==> config.mk <==
export PLATFORM = sky130hd
export DESIGN_NAME = pcie_crdt_up_sched
export DESIGN_NICKNAME = d
export VERILOG_FILES = /design/src/rtl/pcie_crdt_up_sched.sv
export SDC_FILE = /design/constraint.sdc
export NUM_CORES = 1
export LEC_CHECK = 0
export BUFFER_PORTS_ARGS = -buffer_cell sky130_fd_sc_hd__clkbuf_2
export CORE_UTILIZATION = 60
export CTS_BUF_LIST = sky130_fd_sc_hd__clkbuf_4 sky130_fd_sc_hd__clkbuf_8 sky130_fd_sc_hd__clkbuf_16
export DETAILED_ROUTE_END_ITERATION = 7
export PLACE_DENSITY = 0.79
export SYNTH_ARGS = -nofsm -noshare
export SYNTH_HDL_FRONTEND = slang
export SYNTH_SLANG_ARGS = --single-unit
==> constraint.sdc <==
create_clock -name clk_i -period 10.31 [get_ports clk_i]
set_clock_uncertainty 0.05 [all_clocks]
set_input_delay 1.031 -clock clk_i [delete_from_list [all_inputs] [get_ports clk_i]]
set_output_delay 1.031 -clock clk_i [all_outputs]
set_load 0.02 [all_outputs]
==> src/rtl/pcie_crdt_up_sched.sv <==
// Upstream credit scheduler: six credit pools, RQ/CC round-robin arbiter, one-cycle GNT pulse one edge after REQ.
// Backpressure: a requester with insufficient credits waits with REQ held; it never blocks the other requester.
module pcie_crdt_up_sched #(
    parameter int HDR_UPD_W  = 2,
    parameter int DATA_UPD_W = 4,
    parameter int CNT_W      = 16,
    parameter int DCRDT_W    = 9
) (
    input  logic                  clk_i,
    input  logic                  rst_n_i,
    input  logic                  crdt_up_init_done_i,
    input  logic [5:0]            crdt_up_update_i,
    input  logic [HDR_UPD_W-1:0]  crdt_up_cnt_ph_i,
    input  logic [HDR_UPD_W-1:0]  crdt_up_cnt_nph_i,
    input  logic [HDR_UPD_W-1:0]  crdt_up_cnt_cplh_i,
    input  logic [DATA_UPD_W-1:0] crdt_up_cnt_pd_i,
    input  logic [DATA_UPD_W-1:0] crdt_up_cnt_npd_i,
    input  logic [DATA_UPD_W-1:0] crdt_up_cnt_cpld_i,
    input  logic                  rq_req_i,
    input  logic                  rq_np_i,
    input  logic [DCRDT_W-1:0]    rq_dcrdt_i,
    output logic                  rq_gnt_o,
    input  logic                  cc_req_i,
    input  logic [DCRDT_W-1:0]    cc_dcrdt_i,
    output logic                  cc_gnt_o,
    output logic [5:0]            infinite_o,
    output logic                  ovf_err_o
);

    localparam int PH   = 5;
    localparam int NPH  = 4;
    localparam int CPLH = 3;
    localparam int PD   = 2;
    localparam int NPD  = 1;
    localparam int CPLD = 0;

    // One spare bit so pool + update and demand comparisons never wrap.
    localparam int EW = ((CNT_W > DCRDT_W) ? CNT_W : DCRDT_W) + 1;
    localparam logic [EW-1:0] MAX_E = {{(EW-CNT_W){1'b0}}, {CNT_W{1'b1}}};

    typedef enum logic {ST_INIT, ST_RUN} state_t;

    state_t           state_q;
    logic [CNT_W-1:0] pool_q [6];
    logic [CNT_W-1:0] pool_d [6];
    logic [5:0]       inf_q;
    logic             ovf_q;
    logic             rq_gnt_q;
    logic             cc_gnt_q;
    logic             ptr_q;   // 1: CC has priority on a tie

    logic [EW-1:0]    upd_e  [6];
    logic [EW-1:0]    cons_e [6];
    logic [EW-1:0]    sum_e  [6];
    logic             ovf_set;
    logic             rq_hdr_ok, rq_dat_ok, cc_hdr_ok, cc_dat_ok;
    logic             rq_ok, cc_ok, rq_win, cc_win;

    assign upd_e[PH]   = crdt_up_update_i[PH]   ? EW'(crdt_up_cnt_ph_i)   : '0;
    assign upd_e[NPH]  = crdt_up_update_i[NPH]  ? EW'(crdt_up_cnt_nph_i)  : '0;
    assign upd_e[CPLH] = crdt_up_update_i[CPLH] ? EW'(crdt_up_cnt_cplh_i) : '0;
    assign upd_e[PD]   = crdt_up_update_i[PD]   ? EW'(crdt_up_cnt_pd_i)   : '0;
    assign upd_e[NPD]  = crdt_up_update_i[NPD]  ? EW'(crdt_up_cnt_npd_i)  : '0;
    assign upd_e[CPLD] = crdt_up_update_i[CPLD] ? EW'(crdt_up_cnt_cpld_i) : '0;

    always_comb begin
        rq_hdr_ok = rq_np_i ? (inf_q[NPH] || pool_q[NPH] != '0)
                            : (inf_q[PH]  || pool_q[PH]  != '0);
        rq_dat_ok = rq_np_i ? (inf_q[NPD] || EW'(pool_q[NPD]) >= EW'(rq_dcrdt_i))
                            : (inf_q[PD]  || EW'(pool_q[PD])  >= EW'(rq_dcrdt_i));
        cc_hdr_ok = inf_q[CPLH] || pool_q[CPLH] != '0;
        cc_dat_ok = inf_q[CPLD] || EW'(pool_q[CPLD]) >= EW'(cc_dcrdt_i);

        // A requester's REQ is ignored while its own GNT is high.
        rq_ok  = (state_q == ST_RUN) && rq_req_i && !rq_gnt_q && rq_hdr_ok && rq_dat_ok;
        cc_ok  = (state_q == ST_RUN) && cc_req_i && !cc_gnt_q && cc_hdr_ok && cc_dat_ok;
        rq_win = rq_ok && (!cc_ok || !ptr_q);
        cc_win = cc_ok && (!rq_ok || ptr_q);

        for (int i = 0; i < 6; i++) begin
            cons_e[i] = '0;
        end
        if (rq_win) begin
            if (rq_np_i) begin
                cons_e[NPH] = EW'(1);
                cons_e[NPD] = EW'(rq_dcrdt_i);
            end else begin
                cons_e[PH] = EW'(1);
                cons_e[PD] = EW'(rq_dcrdt_i);
            end
        end
        if (cc_win) begin
            cons_e[CPLH] = EW'(1);
            cons_e[CPLD] = EW'(cc_dcrdt_i);
        end

        ovf_set = 1'b0;
        for (int i = 0; i < 6; i++) begin
            if (inf_q[i]) begin
                cons_e[i] = '0;
            end
            sum_e[i] = EW'(pool_q[i]) + upd_e[i];
            if (sum_e[i] > MAX_E) begin
                sum_e[i] = MAX_E;
                ovf_set  = 1'b1;
            end
            pool_d[i] = CNT_W'(sum_e[i] - cons_e[i]);
        end
    end

    always_ff @(posedge clk_i or negedge rst_n_i) begin
        if (!rst_n_i) begin
            state_q  <= ST_INIT;
            for (int i = 0; i < 6; i++) begin
                pool_q[i] <= '0;
            end
            inf_q    <= '0;
            ovf_q    <= 1'b0;
            rq_gnt_q <= 1'b0;
            cc_gnt_q <= 1'b0;
            ptr_q    <= 1'b0;
        end else begin
            rq_gnt_q <= 1'b0;
            cc_gnt_q <= 1'b0;
            if (ovf_set) begin
                ovf_q <= 1'b1;
            end
            case (state_q)
                ST_INIT: begin
                    for (int i = 0; i < 6; i++) begin
                        pool_q[i] <= pool_d[i];
                    end
                    if (crdt_up_init_done_i) begin
                        state_q <= ST_RUN;
                        for (int i = 0; i < 6; i++) begin
                            inf_q[i] <= (pool_d[i] == '0);
                        end
                    end
                end
                ST_RUN: begin
                    if (!crdt_up_init_done_i) begin
                        // Link re-init: forget all credits, keep the sticky error.
                        state_q <= ST_INIT;
                        inf_q   <= '0;
                        for (int i = 0; i < 6; i++) begin
                            pool_q[i] <= '0;
                        end
                    end else begin
                        for (int i = 0; i < 6; i++) begin
                            pool_q[i] <= pool_d[i];
                        end
                        rq_gnt_q <= rq_win;
                        cc_gnt_q <= cc_win;
                        if (rq_win || cc_win) begin
                            ptr_q <= rq_win;
                        end
                    end
                end
            endcase
        end
    end

    assign rq_gnt_o   = rq_gnt_q;
    assign cc_gnt_o   = cc_gnt_q;
    assign infinite_o = inf_q;
    assign ovf_err_o  = ovf_q;

endmodule
==> run_results.csv <==
group,metric,value,unit
outcome,outcome,"finished clean",
worst_setup_path,cp.arrival,6330,ps
sta,worst_pin_slew,947.6,ps
synthesis,synth_nets,1391,
global_route,grt_max_degree,57,
worst_setup_path,path_cells,"clkbuf_2, ha_1, nand2b_1, a21o_1, a21o_1, a21o_1, a21o_1, a2111oi_0, nor4_2, a2111oi_4, buf_4, and3_1, ha_1, inv_1, fa_1, a211oi_1, nor2_1, o31a_1, o21ai_0, a21boi_1, a2111oi_0, nor3_1, xor2_1, a32o_1",
finish,syn2layout_area_growth,7.140,%
worst_setup_path,crit_fanout,21,
flow_run,drv_cap,0,
worst_setup_path,endpoint_kind,"flip-flop",
routing,drtPass1Iterations,7,
hold_path,hold_class,"flip-flop to flip-flop",
synthesis,synth_top_area_share,26.39,%
routing,route.met2.wl,11.64,mm
finish,n_antenna_cell,0,
clock_network,postCtsSetupBuffers,0,
finish,final_nets,1418,
finish,nFillCells,1418,
routing,routedWlPerCell,16.44,microns
global_route,grt_pass1_wl,42.70,mm
worst_setup_path,cp_common_cell,"a21o_1",
routing,routed-via-count,9331,
routing,viasPerCell,6.196,
synthesis,yosysMostFrequentCell,"nor2_1",
placement,place_area,0.01057,sq mm
global_route,grt_overflow_total,0,
floorplanning,io_pins,57,
placement,port-buffer-count,56,
synthesis,synth_area_leaders,"dfrtp_1 26%, ha_1 9.9%, nor2_1 5.7%",
routing,dr_wl_met3,1.118,mm
synthesis,async_flop_share,100.0,%
sta,fmax,0.1628,GHz
clock_network,path_clk_slew,70,ps
synthesis,synth_top_area_cell,"dfrtp_1",
global_route,track_usage,29.70,%
clock_network,htree_levels,3,
synthesis,syn_avg_cell_area,8.091,sq um
sta,slew_headroom,36.59,%
clock_network,root_buffer,"clkbuf_16",
sta,setup_violations,0,
synthesis,syn_area,0.01015,sq mm
sta,period_needed,6141,ps
placement,pre_cts_ws,3819,ps
routing,wl_met1,11.43,mm
synthesis,synth_edf_count,0,
sta,finalCritPeriodShare,59.56,%
power_and_ir_drop,powerDensity,279.8,mW/mm^2
worst_setup_path,slowest_delay,500,ps
sta,rsz0062_at_grt,"false",
routing,routed.top_layer,"met4",
clock_network,clk_latency,360,ps
global_route,grt_pass1_vias,8931,
floorplanning,core_area,0.01652,sq mm
routing,wl,24.75,mm
finish,multiInputGateArea,0.007121,sq mm
sta,drv_slew,0,
synthesis,ys_ff_latch,107,
finish,regArea,0.002678,sq mm
finish,utilization,65.78,%
power_and_ir_drop,vdd_ir_drop_max,198.6,uV
worst_setup_path,crit_required,10500,ps
floorplanning,die_y,132.0,microns
worst_setup_path,critPathKind,"input port to flip-flop",
power_and_ir_drop,p_leak,4.911,nW
finish,drive_above_1_share,8.631,%
floorplanning,die_area,0.01743,sq mm
clock_network,cts_hold_buf,0,
sta,tns,0,ps
clock_network,cts_buffers,9,
worst_setup_path,crit_slowest_cell,"a2111oi_0",
sta,hold_violations,0,
floorplanning,initial_core_util,61.40,%
finish,stdcell_area,0.01087,sq mm
routing,drc,0,
clock_network,cts_tree,"yes",
sta,worst_slack,4169,ps
placement,dp_hpwl,18.98,mm
placement,routabilityCongestion,0.9078,
clock_network,cts_resized,0,
synthesis,ys_warn_count,0,
routing,ant_nets,0,
worst_setup_path,startpoint_type,"input port",
global_route,antenna_found_initial,0,
synthesis,syn_inst,1254,
synthesis,ys_types,84,
clock_network,cts_buffer_depth,2,
synthesis,ys_top_cells_by_count,"155 x nor2_1, 113 x nand2_1, 107 x dfrtp_1",
routing,drt_iter0_markers,700,
floorplanning,die_width,132.0,microns
synthesis,ys_seq_area_share,26.39,%
synthesis,synth_ff_type,"dfrtp_1",
clock_network,cts.sinks,107,
floorplanning,num_rows,47,
[metrics by stage]
| step | total power [mW] | hold slack [ps] | cells |
|---|---|---|---|
| 3_5_place_dp | 2.666 | 453.6 | 1490 |
| 2_1_floorplan | 2.265 | 468.3 | 1254 |
| 3_3_place_gp | 2.615 | 444.9 | 1490 |
| 4_1_cts | 3.031 | 474.4 | 1506 |
| 6_report | 3.041 | 482.6 | 1506 |
| 5_1_grt | 3.338 | 494.6 | 1506 |
[routing by layer]
layer	GRT usage, %	up-vias
met2	49.09	270
met5	0	-
met3	2.960	40
li1	-	4548
met4	10.92	0
met1	40.40	4473
[final cells by class]
type / count / area share [%]
Inverter: 46 / 1.588
Tap cell: 220 / 2.532
Clock buffer: 11 / 2.325
Timing Repair Buffer: 62 / 3.016
Multi-Input combinational cell: 1055 / 65.50
Clock inverter: 5 / 0.4029
Sequential cell: 107 / 24.63
[power by group]
part           leakage, nW  switching, mW  internal, mW  total [mW]
Combinational         3.37           1.04         0.829        1.87
Sequential            1.40          0.240         0.582       0.823
Clock                0.140          0.169         0.180       0.349
[flip-flops by register name, indices dropped and copies added, names as in the netlist]
register,count
infinite_o,6
state_q,1
rq_gnt_o,1
ptr_q,1
ovf_err_o,1
cc_gnt_o,1
pool_q,96
[cells by family (layout without fill, tap and decap cells)]
| group | after synthesis | count (layout) | synth area share [%] |
|---|---|---|---|
| and+or+nand+nor | 604 | 604 | 30.99 |
| AOI/OAI and AO/OA | 219 | 219 | 14.68 |
| muxes | 24 | 24 | 2.466 |
| buffers and inverters | 92 | 124 | 3.564 |
| DFF | 107 | 107 | 26.39 |
| adders and majority gates | 89 | 89 | 11.64 |
| xor gates and xnor gates | 119 | 119 | 10.27 |
[worst paths after layout]
check | slack, ps | start | cells past startpoint | to
setup / recovery | 4170 | cc_dcrdt_i[0] | 24 | infinite_o[2]
hold / removal | 480 | ovf_err_o | 2 | ovf_err_o
setup reg to reg | 4560 | pool_q[80] | 24 | infinite_o[2]
hold reg to reg | 480 | ovf_err_o | 2 | ovf_err_o
max in group asynchronous | 8380 | rst_n_i | 2 | pool_q[33]
min in group asynchronous | 650 | rst_n_i | 1 | pool_q[94]
[cells in the final DEF (no fill, tap or decap), types with 19 or more instances in the layout]
cell	instances
nor3_1	31
nand4_1	30
o21ai_0	48
inv_1	46
clkbuf_2	55
and2_1	27
nand2_1	113
dfrtp_1	107
ha_1	80
a21oi_1	51
xor2_1	59
nor2_1	155
nand3_1	78
mux2i_1	19
xnor2_1	60
a21o_1	20
nor4_1	23
nor2b_1	31
[worst max-delay path, delay by kind of cell]
kind,cells,cell delay [ps]
compound gates,12,3120
simple gates,5,720
fa+ha+maj,3,850
buf+inv,3,430
xor+xnor,1,170
(Power assumes the default switching activity.)
